--- src/rtl/mips_cache_pkg.sv ---
// Shared types for the MIPS cache write-buffer: bus FSM states and buffer entry layout.
package mips_cache_pkg;

  localparam int WB_DEPTH_DEFAULT = 4;

  typedef enum logic {
    IDLE  = 1'b0,
    WRITE = 1'b1
  } wb_state_t;

  // One buffered store: word address, data and accumulated byte lanes.
  typedef struct packed {
    logic [29:0] addr;
    logic [31:0] data;
    logic [3:0]  be;
  } wb_entry_t;

endpackage

--- src/rtl/mips_cache_wbuf_fifo.sv ---
// Write-buffer FIFO between the CPU store path and an Avalon write master.
// Stores to a word already buffered are merged in place, except into the head
// entry while it is being written on the bus. The bus side drains the head
// entry whenever the controller grants it.
module mips_cache_wbuf_fifo
  import mips_cache_pkg::*;
#(
  parameter int DEPTH = WB_DEPTH_DEFAULT
) (
  input  logic                       clk,
  input  logic                       rst,
  input  logic [31:0]                addr,
  input  logic                       write_en,
  input  logic [31:0]                writedata,
  input  logic [3:0]                 byteenable,
  input  logic                       active,
  input  logic                       waitrequest,
  output logic                       addr_in_wb,
  output logic [31:0]                write_addr,
  output logic [31:0]                write_data,
  output logic [3:0]                 write_byteenable,
  output logic                       write_writeenable,
  output logic                       full,
  output logic                       empty,
  output logic [$clog2(DEPTH):0]     count
);

  localparam int PW = $clog2(DEPTH);
  localparam int CW = PW + 1;
  localparam logic [PW-1:0] PTR_ONE  = PW'(1);
  localparam logic [CW-1:0] CNT_ONE  = CW'(1);
  localparam logic [CW-1:0] CNT_FULL = CW'(DEPTH);

  wb_state_t         state;
  wb_entry_t         mem [DEPTH];
  logic [DEPTH-1:0]  vld;
  logic [DEPTH-1:0]  match;
  logic [PW-1:0]     head;
  logic [PW-1:0]     tail;
  logic [PW-1:0]     merge_idx;
  logic              merge_hit;
  logic              push;
  logic              pop;
  logic              store_ok;
  logic [CW-1:0]     count_nxt;

  // Overlay the enabled byte lanes of a new store onto a buffered entry.
  function automatic wb_entry_t merge_bytes(input wb_entry_t e, input logic [31:0] d,
                                            input logic [3:0] be);
    wb_entry_t r;
    r = e;
    for (int b = 0; b < 4; b++) begin
      if (be[b]) r.data[8*b +: 8] = d[8*b +: 8];
    end
    r.be = e.be | be;
    return r;
  endfunction

  // Address comparator per entry; also feeds the coherence output.
  for (genvar i = 0; i < DEPTH; i++) begin : g_match
    assign match[i] = vld[i] && (mem[i].addr == addr[31:2]);
  end

  assign addr_in_wb = |match;

  // Pick the merge target, skipping the head while it is on the bus.
  always_comb begin
    merge_hit = 1'b0;
    merge_idx = '0;
    for (int i = 0; i < DEPTH; i++) begin
      if (match[i] && !(state == WRITE && head == PW'(i))) begin
        merge_hit = 1'b1;
        merge_idx = PW'(i);
      end
    end
  end

  assign store_ok = write_en && (byteenable != 4'b0000);
  assign push     = store_ok && !merge_hit && !full;
  assign pop      = (state == WRITE) && !waitrequest;

  // Next occupancy: push and pop in the same cycle cancel out.
  always_comb begin
    count_nxt = count;
    case ({push, pop})
      2'b10:   count_nxt = count + CNT_ONE;
      2'b01:   count_nxt = count - CNT_ONE;
      default: count_nxt = count;
    endcase
  end

  // Entry storage: new entry at tail, or byte merge into an existing entry.
  always_ff @(posedge clk) begin
    if (push) begin
      mem[tail] <= '{addr: addr[31:2], data: writedata, be: byteenable};
    end else if (store_ok && merge_hit) begin
      mem[merge_idx] <= merge_bytes(mem[merge_idx], writedata, byteenable);
    end
  end

  // Pointers, valid bits, flags and the bus FSM.
  always_ff @(posedge clk or negedge rst) begin
    if (!rst) begin
      state <= IDLE;
      head  <= '0;
      tail  <= '0;
      count <= '0;
      full  <= 1'b0;
      empty <= 1'b1;
      vld   <= '0;
    end else begin
      if (pop) begin
        vld[head] <= 1'b0;
        head      <= head + PTR_ONE;
      end
      if (push) begin
        vld[tail] <= 1'b1;
        tail      <= tail + PTR_ONE;
      end
      count <= count_nxt;
      full  <= (count_nxt == CNT_FULL);
      empty <= (count_nxt == '0);
      case (state)
        IDLE:    if (active && !empty) state <= WRITE;
        WRITE:   if (!waitrequest && !(active && count > CNT_ONE)) state <= IDLE;
        default: state <= IDLE;
      endcase
    end
  end

  // Bus outputs present the head entry only while a write is in progress.
  always_comb begin
    write_writeenable = (state == WRITE);
    write_addr        = '0;
    write_data        = '0;
    write_byteenable  = '0;
    if (state == WRITE) begin
      write_addr       = {mem[head].addr, 2'b00};
      write_data       = mem[head].data;
      write_byteenable = mem[head].be;
    end
  end

endmodule

--- config.mk ---
export PLATFORM = sky130hd
export DESIGN_NAME = mips_cache_wbuf_fifo
export DESIGN_NICKNAME = d
export VERILOG_FILES = /design/src/rtl/mips_cache_pkg.sv /design/src/rtl/mips_cache_wbuf_fifo.sv
export SDC_FILE = /design/constraint.sdc
export NUM_CORES = 1
export LEC_CHECK = 0
export BUFFER_PORTS_ARGS = -buffer_cell sky130_fd_sc_hd__buf_2
export CAP_MARGIN = 40
export CORE_MARGIN = 2
export CORE_UTILIZATION = 30
export DETAILED_ROUTE_END_ITERATION = 16
export GPL_TIMING_DRIVEN = 0
export PLACE_DENSITY = 0.46
export SLEW_MARGIN = 30
export SYNTH_ARGS = -nofsm -noshare
export SYNTH_HDL_FRONTEND = slang
export SYNTH_SLANG_ARGS = --single-unit
--- constraint.sdc ---
create_clock -name clk -period 8.1 [get_ports clk]
set_clock_uncertainty 0.2 [all_clocks]
set_input_delay 2.43 -clock clk [delete_from_list [all_inputs] [get_ports clk]]
set_output_delay 2.43 -clock clk [all_outputs]
set_load 0.01 [all_outputs]
==> metrics.txt <==
Layout area overhead=20.41%; gr usage total=17.56%; FF-to-FF path depth=17; CP max FO=5; site row count=around 80; Synth Area in XOR/XNOR=7.426%; Synth Warn #=0; Compound-Gate Fraction of Synth Area=7.613%; Synth Cell Area=0.01403 mm^2; pwr dens=315.9 mW/mm^2; Synth Area in Simple Gates=under 10%; core box area=~0.046 mm^2; aggregate global routing overflow=0; Post-Synth Adder-Cell Area=between 1 and 1.5%; Crit path required time=between 5 and 6 ns; Clk pin slew, worst setup/hold paths=0.06 ns; maximum number of pins on one net before global-route repair=16; initial antenna violation count=3; clock root cell=clkbuf_16; port buffer count=around 110; DP Worst Slack=0.9175 ns; Post-synth ARST share=5.036%; CTS tree=done; fmax=139.9 MHz; Worst setup SP type=primary input; r2r setup slk=around 3.1 ns; Netlist cell types=47; hold depth=1; RR Endpoint=mem[1][56]; busiest metal layer after global routing=met2; NumNets Final=1267; via count=9035; CTS Hold Bufs=0; DR WL/cell=23.46 um; fin crit share=between 80% and 90%; Final TNS setup=0 ns; outcome=completed; iteration count of the initial detailed-routing pass=5; crit path DAT=~4.5 ns; deepest clock path buffer count=3; total CTS buffers=31; Max Slew Vio Count=0; I/O Pins=148; leading cell type in the layout, fill and taps excluded=edfxtp_1; Routed Antenna Nets=0; GRT met2 Usage=28.38%; max-cap violations=0; post-DP HPWL=31300 um; number of synthesized register bits=278; height of the die=about 220 um; gpl congestion=0.7578; Clock Sinks=278; final number of setup-violating endpoints=0; Max-slew headroom=42.46%; maximum vdd drop=about 0.16 mV; Die Width=between 200 and 250 um; main combinational cell family by area after synthesis=multiplexers; post-synthesis sequential area ratio=58.99%; Post-Route WL=42600 um; RSZ-0062 raised after global routing=false; Synth Instances=1001; setup slack after layout=0.9529 ns; CTS resizes=0; postcts setup bufs=0; endpoint type of the worst setup path=primary output; Vias/cell=approximately 5.0; multiplexer area fraction after synthesis=12.94%; worst hold path endpoint=vld[3]; global-route wire length before repair=61940 um; Tmin final=7.147 ns; FILL cells=4478; starting DRC count in detailed routing=627; RR Startpoint=head[0]; leak pwr=5.988 nW; most common flop cell mapped by yosys=edfxtp_1; number of global-route vias before repair=9359; syn avg cell area=14.02 um^2; actual slew at the worst max-slew pin=0.8520 ns; Setup CP Type=in -> out; final hold violation count=0; min-delay src=vld[3]; ratio of cells with drive above 1 in the final layout=24.21%; DRC viols=0; clk_lat worst skew=~0.58 ns; die area=0.04853 mm^2; Hold WC Path Type=reg -> reg; EDFF count, synth=264; grt met3 use=under 10%; Starting Density=30.27%; H-tree depth=1; worst hold margin=~0.32 ns; commonest cells after routing, fill and taps aside=edfxtp_1 (264), buf_2 (136), xnor2_1 (101); met1 Usage GRT=24.55%
worst max-delay path by stage:
| stage | startpoint | end | slack (ns) |
|---|---|---|---|
| floorplan | addr[7] | mem[2][0] | 0.34 |
| global placement | addr[3] | mem[2][41] | -3.69 |
| detailed placement | addr[3] | addr_in_wb | 0.92 |
| CTS | addr[3] | addr_in_wb | 0.91 |
| global route | addr[3] | addr_in_wb | 0.92 |
| finish | addr[3] | addr_in_wb | 0.95 |
sequential cells by signal (all words and copies together), names as in the netlist:
register           flops
head                   2
vld                    4
count                  3
full                   1
empty                  1
mem                  264
write_writeenable      1
tail                   2
report_power, final:
group	internal, W	total [W]	switching (W)
Sequential	0.00190	0.00205	0.000149
Combinational	0.000923	0.00202	0.00110
Clock	0.000696	0.00126	0.000564
critical path, stage by stage:
cell	delay, ns
clkbuf_1	0.25
xor2_1	0.12
nor4_1	0.71
nand4_1	0.35
o2111ai_1	0.44
buf_2	0.21
routing by layer:
layer	vias to the layer above	wire, um
met5	-	0
met4	0	956
met1	4607	19210
met2	233	20130
li1	4141	-
met3	54	2295
area by class of cell:
cell class	instances	area (um^2)	area share (%)
inverters	14	52.55	0.3110
repair buffers	146	1136	6.723
plain buffers	116	471.7	2.791
clock inverters	21	98.84	0.5849
clock buffers	37	798.3	4.724
flip-flops and latches	278	8279	48.99
multi-input cells	594	5295	31.33
diodes	3	7.507	0.04442
well taps	607	759.5	4.494
cell usage after synthesis, types with 2 or more instances:
| master | n | area, um^2 |
|---|---|---|
| a211o_1 | 33 | 289.0 |
| a211oi_1 | 37 | 277.8 |
| a21oi_1 | 39 | 195.2 |
| a22o_1 | 4 | 35.03 |
| a2bb2oi_1 | 4 | 35.03 |
| a41oi_1 | 2 | 17.52 |
| a41oi_2 | 2 | 32.53 |
| and2_1 | 67 | 419.2 |
| and4_1 | 3 | 26.28 |
| buf_1 | 7 | 26.28 |
| buf_2 | 16 | 80.08 |
| buf_4 | 2 | 15.01 |
| clkbuf_1 | 91 | 341.6 |
| dfrtp_1 | 13 | 325.3 |
| edfxtp_1 | 264 | 7928 |
| ha_1 | 13 | 162.7 |
| inv_1 | 14 | 52.55 |
| mux2i_1 | 33 | 330.3 |
| mux4_2 | 66 | 1486 |
| nand2_1 | 12 | 45.04 |
| nand3_1 | 8 | 40.04 |
| nand4_1 | 28 | 175.2 |
| nor2_1 | 69 | 259.0 |
| nor2b_1 | 4 | 25.02 |
| nor4_1 | 8 | 50.05 |
| nor4_2 | 2 | 25.02 |
| o2111ai_1 | 3 | 26.28 |
| o21ai_0 | 12 | 60.06 |
| o21bai_1 | 5 | 37.54 |
| o31ai_1 | 2 | 15.01 |
| or2_2 | 5 | 31.28 |
| xnor2_1 | 101 | 884.6 |
| xor2_1 | 18 | 157.7 |
cell families after synthesis:
logic type,Yosys count
DFF,278
and+or+nand+nor,212
AOI/OAI and AO/OA,149
buffers and inverters,130
xor gates and xnor gates,119
muxes,99
adders and majority gates,13
other,1
per-stage QoR:
| step | std cells | util, % | cell area (um^2) | power [W] |
|---|---|---|---|---|
| 6_report | 1816 | 36.45 | 16900 | 0.005339 |
| 2_1_floorplan | 1002 | - | 14050 | 0.003229 |
| 5_1_grt | 1813 | 36.44 | 16890 | 0.005626 |
| 4_1_cts | 1812 | 36.43 | 16890 | 0.005432 |
| 3_5_place_dp | 1754 | 34.49 | 15990 | 0.004154 |
| 3_3_place_gp | 1722 | 33.17 | 15380 | 0.004027 |
Note: power is estimated with default switching activity, not from simulation.
